## src/rtl/m1_pkg.sv

```systemverilog
// Shared constants, widths and state encoding for the M1 frame serializer.
package m1_pkg;

  localparam int WORD_BITS       = 12;
  localparam int WORDS_PER_FRAME = 128;
  localparam int GROUPS          = 32;

  localparam int PTR_W     = $clog2(WORDS_PER_FRAME);
  localparam int GRP_W     = $clog2(GROUPS);
  localparam int BIT_CNT_W = $clog2(WORD_BITS);

  typedef enum logic [1:0] {
    IDLE  = 2'd0,
    PRIME = 2'd1,
    SHIFT = 2'd2
  } state_t;

  function automatic logic [PTR_W-1:0] ptr_inc(input logic [PTR_W-1:0] p);
    return (p == PTR_W'(WORDS_PER_FRAME - 1)) ? '0 : p + PTR_W'(1);
  endfunction

  function automatic logic [GRP_W-1:0] grp_inc(input logic [GRP_W-1:0] g);
    return (g == GRP_W'(GROUPS - 1)) ? '0 : g + GRP_W'(1);
  endfunction

endpackage

```

## src/rtl/m1_bit_timer.sv

```systemverilog
// Serial bit-period divider: bit strobe, last-clock flag and half-bit flag.
// Half-bit flag is only live when M1_SER_MANCHESTER_EN is defined.
module m1_bit_timer #(
  parameter int CLK_PER_BIT = 4
) (
  input  logic clk,
  input  logic reset,
  input  logic enable,
  input  logic clear,
  output logic bit_strobe,
  output logic bit_last,
  output logic half
);

  localparam int DIV_W = $clog2(CLK_PER_BIT);
  localparam logic [DIV_W-1:0] DIV_MAX = DIV_W'(CLK_PER_BIT - 1);

  if (CLK_PER_BIT < 3) begin : g_bad_div
    $error("m1_bit_timer: CLK_PER_BIT must be at least 3");
  end

  logic [DIV_W-1:0] div_cnt;

  always_ff @(posedge clk or negedge reset) begin
    if (!reset) begin
      div_cnt <= '0;
    end else if (clear) begin
      div_cnt <= '0;
    end else if (enable) begin
      div_cnt <= (div_cnt == DIV_MAX) ? '0 : div_cnt + DIV_W'(1);
    end
  end

  assign bit_strobe = enable && (div_cnt == '0);
  assign bit_last   = enable && (div_cnt == DIV_MAX);

`ifdef M1_SER_MANCHESTER_EN
  if ((CLK_PER_BIT % 2) != 0) begin : g_bad_half
    $error("m1_bit_timer: CLK_PER_BIT must be even for Manchester coding");
  end

  localparam logic [DIV_W-1:0] HALF_CNT = DIV_W'(CLK_PER_BIT / 2);
  assign half = enable && (div_cnt >= HALF_CNT);
`else
  assign half = 1'b0;
`endif

endmodule

```

## src/rtl/m1_frame_serializer.sv

```systemverilog
// Pulls 12-bit words from the M1 filler and shifts them out MSB-first.
// Define M1_SER_MANCHESTER_EN for Manchester line coding instead of NRZ.
module m1_frame_serializer
  import m1_pkg::*;
#(
  parameter int CLK_PER_BIT = 4
) (
  input  logic                 clk,
  input  logic                 reset,
  input  logic                 run,
  input  logic [WORD_BITS-1:0] dataWord,
  output logic                 bufGetWord,
  output logic [PTR_W-1:0]     bufRdPointer,
  output logic [GRP_W-1:0]     cntGrp,
  output logic                 serOut,
  output logic                 bitStrobe,
  output logic                 wordStart,
  output logic                 frameStart,
  output logic                 busy
);

  localparam logic [BIT_CNT_W-1:0] LAST_BIT = BIT_CNT_W'(WORD_BITS - 1);
  localparam logic [PTR_W-1:0]     LAST_PTR = PTR_W'(WORDS_PER_FRAME - 1);

  state_t                 state, state_next;
  logic [WORD_BITS-1:0]   sh_reg;
  logic [BIT_CNT_W-1:0]   bit_cnt;
  logic                   prefetched;
  logic                   prime_cnt;
  logic                   in_shift;
  logic                   last_bit;
  logic                   get_word;
  logic                   load_word;
  logic                   bit_strobe;
  logic                   bit_last;
  logic                   half;

  assign in_shift = (state == SHIFT);
  assign last_bit = (bit_cnt == LAST_BIT);

  m1_bit_timer #(
    .CLK_PER_BIT (CLK_PER_BIT)
  ) u_bit_timer (
    .clk        (clk),
    .reset      (reset),
    .enable     (in_shift),
    .clear      (!in_shift),
    .bit_strobe (bit_strobe),
    .bit_last   (bit_last),
    .half       (half)
  );

  always_ff @(posedge clk or negedge reset) begin
    if (!reset) begin
      state <= IDLE;
    end else begin
      state <= state_next;
    end
  end

  // The prefetch strobe (first clk of the last bit) and the word-boundary
  // load (last clk of the last bit) never coincide since CLK_PER_BIT >= 3.
  always_comb begin
    state_next = state;
    get_word   = 1'b0;
    load_word  = 1'b0;
    case (state)
      IDLE: begin
        if (run) begin
          get_word   = 1'b1;
          state_next = PRIME;
        end
      end
      PRIME: begin
        if (prime_cnt) begin
          load_word  = 1'b1;
          state_next = SHIFT;
        end
      end
      SHIFT: begin
        if (bit_strobe && last_bit && run) begin
          get_word = 1'b1;
        end
        if (bit_last && last_bit) begin
          if (prefetched) begin
            load_word = 1'b1;
          end else begin
            state_next = IDLE;
          end
        end
      end
      default: state_next = IDLE;
    endcase
  end

  always_comb begin
    bufGetWord = get_word && reset;
    wordStart  = load_word;
    frameStart = load_word && (bufRdPointer == '0);
    bitStrobe  = bit_strobe;
    busy       = (state != IDLE);
    serOut     = in_shift && (sh_reg[WORD_BITS-1] ^ half);
  end

  always_ff @(posedge clk or negedge reset) begin
    if (!reset) begin
      prime_cnt <= 1'b0;
    end else if (state == PRIME) begin
      prime_cnt <= !prime_cnt;
    end else begin
      prime_cnt <= 1'b0;
    end
  end

  always_ff @(posedge clk or negedge reset) begin
    if (!reset) begin
      prefetched <= 1'b0;
    end else if (!in_shift || load_word) begin
      prefetched <= 1'b0;
    end else if (get_word) begin
      prefetched <= 1'b1;
    end
  end

  always_ff @(posedge clk or negedge reset) begin
    if (!reset) begin
      sh_reg <= '0;
    end else if (load_word) begin
      sh_reg <= dataWord;
    end else if (in_shift && bit_last) begin
      sh_reg <= {sh_reg[WORD_BITS-2:0], 1'b0};
    end
  end

  always_ff @(posedge clk or negedge reset) begin
    if (!reset) begin
      bit_cnt <= '0;
    end else if (!in_shift || load_word) begin
      bit_cnt <= '0;
    end else if (bit_last) begin
      bit_cnt <= bit_cnt + BIT_CNT_W'(1);
    end
  end

  // Address and group only move on a load clk, so a request strobe always
  // sees a stable pointer; a new frame's first request sees the new group.
  always_ff @(posedge clk or negedge reset) begin
    if (!reset) begin
      bufRdPointer <= '0;
      cntGrp       <= '0;
    end else if (load_word) begin
      bufRdPointer <= ptr_inc(bufRdPointer);
      if (bufRdPointer == LAST_PTR) begin
        cntGrp <= grp_inc(cntGrp);
      end
    end
  end

endmodule

```

## config.mk

```make
export PLATFORM = sky130hd
export DESIGN_NAME = m1_frame_serializer
export DESIGN_NICKNAME = d
export VERILOG_FILES = /design/src/rtl/m1_pkg.sv /design/src/rtl/m1_bit_timer.sv /design/src/rtl/m1_frame_serializer.sv
export SDC_FILE = /design/constraint.sdc
export NUM_CORES = 1
export LEC_CHECK = 0
export ABC_AREA = 1
export BUFFER_PORTS_ARGS = -buffer_cell sky130_fd_sc_hd__buf_2
export CAP_MARGIN = 0
export CORE_ASPECT_RATIO = 1.25
export CORE_MARGIN = 3
export CORE_UTILIZATION = 40
export DETAILED_ROUTE_END_ITERATION = 16
export GPL_ROUTABILITY_DRIVEN = 1
export SLEW_MARGIN = 10
export SYNTH_ARGS = -nofsm -noshare
export SYNTH_HDL_FRONTEND = slang
export SYNTH_SLANG_ARGS = --single-unit
export TNS_END_PERCENT = 10
```

## constraint.sdc

```tcl
create_clock -name clk -period 1.63 [get_ports clk]
set_input_delay 0.2445 -clock clk [delete_from_list [all_inputs] [get_ports clk]]
set_output_delay 0.2445 -clock clk [all_outputs]
set_load 0.02 [all_outputs]
```

; Yosys cells after proc, flatten, opt, wreduce, memory -nomap -nowiden
; Cells that the tools add are included.
[word_totals]
ff_bits = 34
inputBits = 15
out_inout_bits = 18
wordCells = 66
[op_classes]
addsub = 4
eq_ne = 10
n_mux = 23
n_reduce_logical = 21
[op_table]
columns = operator, count
row1 = 12-bit two-way mux, 2
row2 = 2-bit two-way mux, 6
row3 = 1-bit logical AND, 9
row4 = 1-bit two-way mux, 8
row5 = 4-bit two-way mux, 2
row6 = 2-bit nonzero test, 4
row7 = 7-bit by 1-bit adder with 7-bit output (second input constant), 1
row8 = 7-bit == test (second input constant), 1
row9 = 7-bit logical NOT, 1
row10 = 7-bit two-way mux, 1
row11 = 2-bit != test (second input constant), 3
row12 = 2-bit case mux with 3 select lines, 1
row13 = 5-bit by 1-bit adder with 5-bit output (second input constant), 1
row14 = 5-bit == test (second input constant), 1
row15 = 5-bit two-way mux, 1
row16 = 4-bit by 1-bit adder with 4-bit output (second input constant), 1
row17 = 2-bit == test (second input constant), 2
row18 = 4-bit == test (second input constant), 1
row19 = 2-bit logical NOT, 2
row20 = 1-bit case mux with 2 select lines, 2
row21 = 4-bit AND reduction, 1
row22 = 2-bit by 1-bit adder with 2-bit output (second input constant), 1
row23 = 2-bit by 1-bit == test with 1-bit output (second input constant), 1
row24 = 1-bit logical NOT, 2
row25 = 3 further kinds, 3

; Longest topological paths before layout
[logic_depth]
ltp_word = 8
ltp_mapped = 12
depth_no_buf = 10

; Modules after synthesis
; Synthesis repeated with hierarchy kept, for this count alone.
[hier_totals]
cells_unflattened = 239
area_unflattened_um2 = 1994.4
[modules_own_cells]
columns = mod, instances, cells_each, area_each_um2, seq_area_each_um2
row1 = m1_frame_serializer, 1, 218, 1850.5, 800.8
row2 = m1_bit_timer, 1, 21, 143.9, 50.0

; Least setup slack after synthesis
; OpenSTA, ideal clock, no wires.
[synth_path]
path_kind = register -> output
start = register state[0]
end = output port frameStart
arrival_time_ns = 1.618
t_required_ns = 1.385
path_slack_ns = -0.233
path_stages_with_launch = 11
n_path_buf = 2
cell_sequence = dfrtp_1 > inv_1 > ha_1 > buf_2 > nand2_2 > nor2_4 > nand2_2 > nand2_4 > nand2_4 > buf_6 > nor2_1
[synth_via]
elab_chain_cells = 6
word_cells_on_any_way = 7
cone_classes = eq/ne: 2 / mux: 2 / reduce/logical: 3
[synth_lines]
columns = item, line
row1 = start: declaration, m1_frame_serializer.sv:25  ; state_t state, state_next;
row2 = start signal: assignment, m1_frame_serializer.sv:57  ; state <= state_next;
row3 = 2-bit == test, "m1_frame_serializer.sv:38, m1_frame_serializer.sv:67"
row4 = 1-bit logical AND, m1_bit_timer.sv:35  ; assign bit_last = enable && (div_cnt == DIV_MAX);
row5 = 1-bit logical AND, m1_frame_serializer.sv:84  ; if (bit_last && last_bit) begin
row6 = 1-bit two-way mux, m1_frame_serializer.sv:84
row7 = 1-bit case mux with 2 select lines *, m1_frame_serializer.sv:67  ; case (state)
row8 = 1-bit logical AND *, m1_frame_serializer.sv:99  ; frameStart = load_word && (bufRdPointer == '0);
row9 = end: declaration, m1_frame_serializer.sv:18  ; output logic frameStart,
; Mark *: on every way between the ends. The rest lies on a longest branch, timed or not.

; Final worst setup path
; Same ends and word-level chain as after synthesis.

==> results.txt <==
* Post-Syn Area: 0.00197 mm^2
- The final count of hold timing violations was 0.
- Pin placement for this block handled 33 I/O pins.
- DIE HEIGHT: 84.6 um
* Syn_nets: 279
* Worst-case clock skew: 0.0110 ns
- Area inside the core boundary: 0.00459 mm^2
- Yosys printed 0 warnings.
* Vias in the first global route: 1614
- Longest individual stage delay on the worst path: 0.39 ns
* Final TNS setup: -0.294 ns
- Clock-pin slew reported for the worst setup and hold paths after clock tree synthesis: 0.08 ns
* R2r setup slk: 0.06 ns
- Post-route antenna net violation count: 0
* Number of CTS-inserted buffers: 5
- WL per Instance: 11.2 um
* Final worst setup slack: -0.101 ns
- Max IR drop VDD: 0.605 mV
* Data arrival, critical path: 1.49 ns
- For this design the static power due to leakage is 1.34 nW.
* Endpoints failing setup: 4
- Of the total synthesized cell area, the portion taken by XOR and XNOR cells is 2.22%.
- After filler insertion, the fill cell instance count of the layout stands at 430.
- Setup repair after global routing could not meet its margin everywhere.
- CP endpoint kind: output pin
- Result of the run: finished, violations left
* Post-synth cell types: 27
- In the final design database the tool counted 335 nets.
- The initialized floorplan defines 27 standard-cell rows.
* Largest family of logic cells by synthesized area: simple AND/OR/NAND/NOR gates
* Share of the synthesized area in compound gates (AO/OA/AOI/OAI): 5.01%
* Number of buffers inserted for hold repair after clock tree synthesis: 0
- Endpoint of the most critical register-to-register path: sh_reg[2]$_DFFE_PN0P_
* HPWL reported at the end of detailed placement: 2990 um
- Counting every sink on the clock net gives 34.
- Clock tree synthesis selected as its root buffer the cell clkbuf_8.
- Data required time at the worst endpoint: 1.39 ns
- Static timing analysis puts the maximum clock frequency at 578 MHz.
* Simple-gate portion of the synthesized area: 30.9%
* Grt total ovfl: 0
* Chip width: 68.8 um
* Worst min path class: input pin to asynchronous set/reset pin
* Critical path peak fanout: 4
- Summing the areas of all fa, ha and maj instances in the mapped netlist gives 7.60% of the synthesized area.
- Worst-case headroom to the max-slew limit: 70.5%
- Depth of the CTS H-tree: 2
* Kind of cell adding the most delay to the critical path: simple AND/OR/NAND/NOR gates
- In this run, placement finished with an instance count of 350.
- Summed over all layers, the routed wires come to 4120 um.
- Starting Density: 43.0%
* Maximum buffer depth of the clock tree: 2
- Initial antenna violation count: 0
- In this run the cell area measured after placement is 0.00229 mm^2.
- Share of the clock period used by the worst path after layout: 106%
- Fin. max-slew vios: 0
- Slowest stage cell on the critical path: dfrtp_1
- STA classifies the critical path startpoint as a register.
* Number of input and output port buffers inserted: 32
- Violated checks: setup timing
- Largest register FFs: 12
- Portion of the post-synthesis area used by sequential elements: 43.1%
* Area overhead of the layout relative to synthesis: 28.8%
* Maxcap violations: 0
- Buffers & Inverters on Critical Path: 2
- DR vias/cell: 4.65
- At the end of routability-driven placement, the weighted congestion stood at 0.825.
* Largest net degree at the start of global routing: 35
- After routing the design area is 0.00254 mm^2.
* Share of synthesized area spent on multiplexers: 0%
- The detailed router placed 1705 vias in this run.
* Category of the critical setup timing path: register to output pin
* Total global-route track usage: 15.9%
- In the routed design, unresolved DRC markers number 0.
- Depth of the most critical reg-to-reg path: 11
- Yosys reg bits: 34
* Actual slew at the worst max-slew pin: 0.443 ns
* Clock tree from TritonCTS: done
* Period minus WS final: 1.73 ns
* DP Worst Slack: 0.0545 ns
* Area enclosed by the die boundary: 0.00582 mm^2
- The first TritonRoute pass finished after 4 iterations.
* Finished Layout Cells: 367
* Cell Chain, Critical Path: inv_2 -> ha_4 -> nand2_4 -> nor2_4 -> nand2_2 -> nand2_4 -> nand2_8 -> nor2_4 -> buf_6
- After technology mapping, the gate count stands at 252.
* Drt initial violations: 69
- Start of the worst register-to-register path: state[0]$_DFFE_PN0P_
- Power Total: 3.24 mW
- Per-instance average area after synthesis: 7.83 um^2
* Wire length of the first global-routing pass: 7150 um
- The repair_antennas step left the layout with diodes totalling 0.
- Dividing total power by cell area gives a power density of 1270 mW/mm^2.
- Share of layout cells above drive strength 1: 29.1%
- Clock latency on the worst-skew pair: 0.29 ns
## cells in the final DEF (no fill, tap or decap), types with 4 or more instances in the layout
| master | Yosys | final |
|---|---|---|
| buf_6 | 4 | 4 |
| inv_1 | 38 | 36 |
| ha_1 | 12 | 7 |
| nand2_1 | 56 | 55 |
| a21oi_1 | 5 | 5 |
| buf_4 | 1 | 24 |
| nor2_1 | 21 | 19 |
| clkbuf_8 | 0 | 6 |
| dfrtp_1 | 34 | 34 |
| nand3_1 | 40 | 39 |
| buf_2 | 1 | 29 |
| o21ai_1 | 11 | 12 |
## per-layer routing
layer | up-vias | routed length, um | track usage [%]
met5 | - | 0 | 0
met2 | 27 | 2080 | 26.0
met4 | 0 | 44 | 5.32
li1 | 898 | - | -
met1 | 774 | 1860 | 19.9
met3 | 6 | 141 | 4.28
## per-stage QoR
stage                     hold WS [ns]  utilization, %
after floorplan                -0.0511               -
after global placement           0.348            49.9
after detailed placement         0.340            49.9
after CTS                       0.0250            53.8
after global routing            0.0366            55.3
final                          0.00416            55.3
## repair_timing
item,CTS,global route
resized for setup,13,10
pin swaps,7,3
setup buffers,6,3
endpoints found under the setup margin,3,19
## cell usage after synthesis
| cell | instances | area (um^2) |
|---|---|---|
| nand3_1 | 40 | 200 |
| nand2_4 | 2 | 22.5 |
| nor2_4 | 1 | 11.3 |
| buf_6 | 4 | 45.0 |
| ha_1 | 12 | 150 |
| o21ai_0 | 2 | 10.0 |
| a21oi_1 | 5 | 25.0 |
| nor2_1 | 21 | 78.8 |
| xor2_1 | 3 | 26.3 |
| buf_4 | 1 | 7.51 |
| nand2_2 | 3 | 18.8 |
| or2_2 | 3 | 18.8 |
| nor3_1 | 3 | 15.0 |
| o21ai_1 | 11 | 55.1 |
| buf_1 | 1 | 3.75 |
| nand3_2 | 1 | 10.0 |
| nand2_1 | 56 | 210 |
| dfrtp_1 | 34 | 851 |
| nand4_1 | 2 | 12.5 |
| o21ai_2 | 1 | 8.76 |
| clkbuf_1 | 2 | 7.51 |
| clkinv_4 | 1 | 8.76 |
| buf_2 | 1 | 5.00 |
| and3_1 | 1 | 6.26 |
| nor2_2 | 1 | 6.26 |
| xnor2_1 | 2 | 17.5 |
| inv_1 | 38 | 143 |
## cell type report
cell class	instances	area, um^2	area share, %
multi-input combinational	170	982	38.6
sequential	34	851	33.5
timing repair buffer	58	390	15.4
inverter	39	151	5.95
clock buffer	6	82.6	3.25
tap	58	72.6	2.85
clock inverter	2	12.5	0.492
## logic make-up after synthesis
kind of cell / after synthesis
buffers and inverters: 48
xor gates and xnor gates: 5
DFF: 34
and+or+nand+nor: 134
adders and majority gates: 12
AOI/OAI and AO/OA: 19
## worst max-delay path by stage
| stage | startpoint | to | cells after the start |
|---|---|---|---|
| 6_report | state[0]$_DFFE_PN0P_ | frameStart | 9 |
| 2_1_floorplan | state[0]$_DFFE_PN0P_ | frameStart | 10 |
| 4_1_cts | state[0]$_DFFE_PN0P_ | frameStart | 9 |
| 5_1_grt | state[0]$_DFFE_PN0P_ | frameStart | 9 |
| 3_5_place_dp | bit_cnt[0]$_DFFE_PN0P_ | sh_reg[5]$_DFFE_PN0P_ | 9 |
| 3_3_place_gp | state[0]$_DFFE_PN0P_ | bufGetWord | 6 |
## power breakdown
group / total, mW / internal (mW) / switching, mW
registers: 1.21 / 1.07 / 0.135
logic: 1.38 / 0.587 / 0.797
clock network: 0.650 / 0.339 / 0.311
total: 3.24 / 2.00 / 1.24
No activity file was read; power rests on OpenSTA's default activity.
